**src/rtl/prog_loader.sv**
```systemverilog
// prog_loader: parses a LEN/payload/CSUM byte frame into instruction memory, then releases the core.
// Latency: payload byte lands on imem_* one cycle after its handshake; core_run rises on the CSUM edge.
// Backpressure: in_ready is a pure function of state; one byte per cycle with no bubbles while loading.
module prog_loader #(
    parameter int ADDR_W    = 10,
    parameter int MEM_BYTES = 1024
) (
    input  logic              clk,
    input  logic              rst_n,
    input  logic              start,
    input  logic              in_valid,
    input  logic [7:0]        in_data,
    output logic              in_ready,
    output logic              imem_we,
    output logic [ADDR_W-1:0] imem_addr,
    output logic [7:0]        imem_wdata,
    output logic              core_run,
    input  logic [2:0]        core_stat,
    output logic              load_done,
    output logic              load_err,
    output logic [15:0]       bytes_loaded
);

    typedef enum logic [2:0] {
        S_IDLE,
        S_LEN_LO,
        S_LEN_HI,
        S_DATA,
        S_CSUM,
        S_RUN,
        S_ERR
    } state_t;

    localparam logic [16:0] MAX_LEN = 17'(MEM_BYTES);

    state_t      state;
    state_t      state_nxt;
    logic [7:0]  len_lo;
    logic [15:0] len;
    logic [7:0]  acc;

    logic        xfer;
    logic [15:0] frame_len;
    logic [15:0] cnt_inc;
    logic        stat_terminal;

    // Decoded actions from the next-state logic, consumed by the datapath.
    logic        clr_load;
    logic        latch_len;
    logic        wr_byte;
    logic        set_done;
    logic        set_err;

    assign in_ready      = (state == S_LEN_LO) || (state == S_LEN_HI) ||
                           (state == S_DATA)   || (state == S_CSUM);
    assign xfer          = in_valid & in_ready;
    assign frame_len     = {in_data, len_lo};
    assign cnt_inc       = bytes_loaded + 16'd1;
    assign stat_terminal = (core_stat == 3'b010) || (core_stat == 3'b011) ||
                           (core_stat == 3'b100);
    assign core_run      = (state == S_RUN);

    always_ff @(posedge clk or negedge rst_n) begin
        if (!rst_n) begin
            state <= S_IDLE;
        end else begin
            state <= state_nxt;
        end
    end

    always_comb begin
        state_nxt = state;
        clr_load  = 1'b0;
        latch_len = 1'b0;
        wr_byte   = 1'b0;
        set_done  = 1'b0;
        set_err   = 1'b0;
        case (state)
            S_IDLE, S_ERR: begin
                if (start) begin
                    clr_load  = 1'b1;
                    state_nxt = S_LEN_LO;
                end
            end
            S_LEN_LO: begin
                if (xfer) begin
                    state_nxt = S_LEN_HI;
                end
            end
            S_LEN_HI: begin
                if (xfer) begin
                    latch_len = 1'b1;
                    if ({1'b0, frame_len} > MAX_LEN) begin
                        set_err   = 1'b1;
                        state_nxt = S_ERR;
                    end else if (frame_len == 16'd0) begin
                        state_nxt = S_CSUM;
                    end else begin
                        state_nxt = S_DATA;
                    end
                end
            end
            S_DATA: begin
                if (xfer) begin
                    wr_byte = 1'b1;
                    if (cnt_inc == len) begin
                        state_nxt = S_CSUM;
                    end
                end
            end
            S_CSUM: begin
                if (xfer) begin
                    if (in_data == acc) begin
                        set_done  = 1'b1;
                        state_nxt = S_RUN;
                    end else begin
                        set_err   = 1'b1;
                        state_nxt = S_ERR;
                    end
                end
            end
            S_RUN: begin
                if (stat_terminal) begin
                    state_nxt = S_IDLE;
                end
            end
            default: state_nxt = S_IDLE;
        endcase
    end

    always_ff @(posedge clk or negedge rst_n) begin
        if (!rst_n) begin
            len_lo       <= 8'h00;
            len          <= 16'h0000;
            acc          <= 8'h00;
            bytes_loaded <= 16'h0000;
            load_done    <= 1'b0;
            load_err     <= 1'b0;
            imem_we      <= 1'b0;
            imem_addr    <= '0;
            imem_wdata   <= 8'h00;
        end else begin
            imem_we <= wr_byte;
            if (clr_load) begin
                acc          <= 8'h00;
                bytes_loaded <= 16'h0000;
                load_done    <= 1'b0;
                load_err     <= 1'b0;
            end
            if (state == S_LEN_LO && xfer) begin
                len_lo <= in_data;
            end
            if (latch_len) begin
                len <= frame_len;
            end
            // The byte count doubles as the write address; the length check bounds it.
            if (wr_byte) begin
                imem_addr    <= bytes_loaded[ADDR_W-1:0];
                imem_wdata   <= in_data;
                acc          <= acc ^ in_data;
                bytes_loaded <= cnt_inc;
            end
            if (set_done) begin
                load_done <= 1'b1;
            end
            if (set_err) begin
                load_err <= 1'b1;
            end
        end
    end

endmodule

```
**config.mk**
```make
export PLATFORM = sky130hd
export DESIGN_NAME = prog_loader
export DESIGN_NICKNAME = d
export VERILOG_FILES = /design/src/rtl/prog_loader.sv
export SDC_FILE = /design/constraint.sdc
export NUM_CORES = 1
export LEC_CHECK = 0
export ABC_AREA = 1
export CAP_MARGIN = 20
export CORE_MARGIN = 8
export CORE_UTILIZATION = 50
export DETAILED_ROUTE_END_ITERATION = 10
export PLACE_DENSITY_LB_ADDON = 0.25
export RECOVER_POWER = 50
export SKIP_LAST_GASP = 1
export SLEW_MARGIN = 20
export SYNTH_ARGS = -nofsm -noshare
export SYNTH_HDL_FRONTEND = slang
export SYNTH_SLANG_ARGS = --single-unit
```
**constraint.sdc**
```tcl
create_clock -name clk -period 2.58 [get_ports clk]
set_clock_uncertainty 0.05 [all_clocks]
set_input_delay 0.774 -clock clk [delete_from_list [all_inputs] [get_ports clk]]
set_output_delay 0.774 -clock clk [all_outputs]
set_load 0.02 [all_outputs]
```
Word level (Yosys, flattened, before mapping). Cells that the tools add are included.

Output and inout bits: 39. Logic and storage cells: 76. Bits in registers: 72. Input port bits: 15.

$add $sub $neg: 1. Reduce and logical (&&, ||, !) cells: 13. Eq/ne operators: 18. Muxes and demuxes: 31. Magnitude comparators: 1. Bitwise gates (word level): 2.

Operators by type and width (count): $mux 16 (2); $mux 3 (9); $pmux 3 s6 (1); $add 16x1->16 const B (1); $eq 16x16->1 (1); $gt 16x11->1 const B (1); $logic_not 16->1 (1); $mux 8 (2); $mux 1 (15); $eq 3x2->1 const B (4); $eq 3x3->1 const B (4); $ne 2x2->1 const B (5); $eq 8x8->1 (1); $xor 8x8->8 (1); $reduce_and 7->1 (1); $reduce_bool 2->1 (3); $logic_or 1x1->1 (5); $ne 2x1->1 const B (2); $eq 3x1->1 const B (1); $logic_not 3->1 (1); $mux 2 (1); $pmux 1 s2 (1); $reduce_or 2->1 (1); $and 1x1->1 (1); $logic_and 1x1->1 (1).

Depth between registers and ports, before layout.
Depth after elaboration: 8. Depth in mapped cells: 17. Depth with buffers taken out: 17.

Least setup slack after synthesis. No wires, ideal clock.

Path type: reg-to-reg. Start point: register bytes_loaded[0]. End point: register state[1]. Cell stages (with the launch flop): 17. Arrival time: 1.836 ns. Clock period less this slack: 2.003 ns. Path slack: 0.577 ns. Path buffers: 0. Cells stage by stage: dfrtp_1 -> ha_1 -> nand2_2 -> nor2_4 -> nand3_1 -> nand2_1 -> nand2_1 -> nand2_1 -> nand2_1 -> nor2_1 -> nand2_1 -> nor2_1 -> nand2_1 -> nand2_2 -> nand2_2 -> nand2_1 -> nand2_1.

Longest elaborated chain between the ends: 4.

RTL lines: from (decl) (line 21) `output logic [15:0] bytes_loaded`; from (signal assigned) (line 161) `bytes_loaded <= cnt_inc;`; $add 16x1->16 (line 58) `assign cnt_inc = bytes_loaded + 16'd1;`; $eq 16x16->1 (line 106) `if (cnt_inc == len) begin`; $ne 2x1->1 (no line); $reduce_and 7->1 (no line); to (signal assigned) (line 67) `state <= state_nxt;`; to (decl) (line 36) `state_t state;`.

Every way passes these cells. A chain may end at the register's enable or synchronous reset.

Worst setup path after layout.
Start point: register state[2]. End point: output in_ready.

Longest elaborated chain between the ends: 4.

RTL lines: $eq 3x1->1 or $eq 3x2->1 (tied branches) (line 54) `assign in_ready = (state == S_LEN_LO) || (state == S_LEN_HI) ||`; $logic_or 1x1->1 (2 in a row) (line 54); $logic_or 1x1->1 (*) (line 55) `(state == S_DATA) || (state == S_CSUM);`; to (decl) (line 13) `output logic in_ready,`.

Every way passes the cells marked *; elsewhere a longest branch is shown, timed or not.

==> metrics <==
status finished with violations; violated checks max-capacitance violations, max-slew violations; P&R area growth vs syn 23.0%; total nets after synthesis 488; worst min-delay path category register to register; placed cell area 0.00440 mm^2; Fin. Hold Viols 0; Post-CTS Repair Setup Buffers 0; M3 GR Usage 3.88%; top cells by area, synth dfrtp_1 (48%), nand2_1 (14%), o21ai_0 (7.3%), inv_1 (5.7%), nand3_1 (5.7%); slew at the pin closest to its max-slew limit 1.59 ns; GRT Util Overall 18.8%; Port Buf Inserts 53; DR vias 3280; register area 0.00180 mm^2; initial DRC count 183; leading area contributor after synthesis dfrtp_1; Logic pwr share 39.1%; number of vias per cell 5.17; FF+latch count, synth 72; worst-path maximum fanout 8; DRC viols 0; Synth Area per Inst 7.88 um^2; IO Pins 54; Placed Instances 619; NetSw 1770 uW; # setup viols final 0; max-slew violation count 27; unique cell type count in the Yosys netlist 31; Std-Cell Rows 31; min cycle time layout 2.44 ns; nets@finish 547; htree depth 3; Worst-path clk slew 0.08 ns; Syn Inst Count 472; M2 GR Usage 30.3%; first-pass GRT wire length 15200 um; DP HPWL 6650 um; most frequent cells in the layout nand2_1 (141), dfrtp_1 (71), inv_1 (56), o21ai_0 (54), clkdlybuf4s50_1 (49); core area 0.00721 mm^2; Synth async-reset ratio 100%; Crit. End Element output pin; largest net degree at the start of global routing 56; Yosys warnings 0; CTS Hold Bufs 0; met1 Track Usage GR 23.8%; Sink Count 72; clock power share 20.8%; layout cells sized above 1 7.84%; Leak Pwr 0.00216 uW; Antenna diodes 0; initial antenna violation count 0; cts repair resizes 2; Max-Cap Viols 1; Fmax 0.411 GHz; Max Root-Sink Buffers 2; Final Instance Count excl. Fillers 635; Final period util 94.4%; Root Driver clkbuf_8; die width 102 um; Synth top area share 48.4%; setup TNS 0 ns; Num CTS Buffers 9; GR peak layer met2; WL/cell 14.3 um; finished layout cell area 0.00457 mm^2; clk_lat worst skew 0.36 ns; Sw Ratio 39.0%; fillers 650; initial core utilization 51.6%; number of synthesized flops with an enable pin 0; P_int 2770 uW; CP Launch Type register; normalized max-slew margin -5.79%; RSZ-0062 raised after global routing false; drt total wl 9070 um; DRT Pass-1 Iters 5; Chip Height 102 um; Post-synth top flop dfrtp_1; most common cell after layout, fill and taps aside nand2_1; Crit Path Category register to output pin; grt total ovfl 0; GPL Wtd Cong 0.924; Multi-input gate area 0.00163 mm^2; die area 0.0105 mm^2; PnR worst setup slack 0.144 ns; post-synthesis instance area 0.00372 mm^2; Seq/Total Area, Yosys 48.4%; CP arrival 1.61 ns; pre-CTS setup slack 0.180 ns; Worst VDD drop 0.000542 V; Routed Antenna Nets 0; pwr/cell area 992 mW/mm^2; CTS tree built; Reg power frac 40.2%; WP data required 1.76 ns; number of global-route vias before repair 3111
cells by family (layout without fill, tap and decap cells):
logic type,Yosys count,in the layout,synth area share (%)
xor+xnor,14,14,4.07
simple gates,244,244,29.7
fa+ha+maj,1,1,0.336
flops,72,72,48.4
buf+inv,72,136,7.64
compound gates,69,69,9.79
flip-flops by register name, indices dropped and copies added, names as in the netlist:
signal / cells
acc: 8
bytes_loaded: 16
imem_addr: 10
imem_wdata: 8
imem_we: 1
len: 16
len_lo: 8
load_done: 1
load_err: 1
state: 3
power by group through the flow:
stage               Sequential, uW  Combinational, uW  Clock [uW]
CTS                           1820               1810         953
floorplan                     1940                994           0
finish                        1820               1770         942
global placement              1820               1760           0
global route                  1870               2000        1000
detailed placement            1830               1820           0
worst max-delay path, cell delays in order, from the launching register on:
cell and delay, ns:
dfrtp_2 0.46, inv_1 0.10, nor3_1 0.06, or2_2 0.30, dlygate4sd2_1 0.33
per-stage QoR:
stage               utilization, %  hold WS, ns  total power [uW]
global placement              60.9        0.414              3580
floorplan                        -        0.403              2940
CTS                           63.8        0.405              4590
finish                        63.4        0.437              4540
global route                  63.4        0.464              4870
detailed placement            60.9        0.418              3650
synthesized netlist by cell type, types with 2 or more instances:
master,number
dfrtp_1,72
a21oi_1,3
nor4_1,3
o21ai_0,54
nand2_1,141
xor2_1,11
nand3b_1,4
inv_1,56
buf_2,5
nand2_2,6
nand3_1,42
nor2_2,3
clkbuf_1,7
nor2_4,6
inv_2,2
nor2_1,23
o22ai_1,9
nand4_1,12
final timing paths:
check	from	slack, ns	cells after the start	end
max reg2reg	bytes_loaded[0]$_DFFE_PN0P_	0.34	16	state[1]$_DFFE_PN0P_
max in group asynchronous	rst_n	0.77	2	state[2]$_DFFE_PN0P_
min	imem_addr[0]$_DFFE_PN0P_	0.44	2	imem_addr[0]$_DFFE_PN0P_
max	state[2]$_DFFE_PN0P_	0.14	4	in_ready
min in group asynchronous	rst_n	0.75	1	imem_addr[5]$_DFFE_PN0P_
min reg2reg	imem_addr[0]$_DFFE_PN0P_	0.44	2	imem_addr[0]$_DFFE_PN0P_
routing by layer:
layer,wire length (um),vias to the layer above
li1,-,1646
met1,3970,1502
met2,4250,116
met3,663,16
met4,191,0
met5,0,-
final cells by class:
class                           count  share of cell area, %
Multi-Input combinational cell    328                   35.6
Clock inverter                      5                   1.39
Inverter                           58                   4.76
Sequential cell                    72                   39.4
Tap cell                           99                   2.71
Timing Repair Buffer               62                   13.1
Clock buffer                       11                   3.09
No activity file was read; power rests on OpenSTA's default activity.
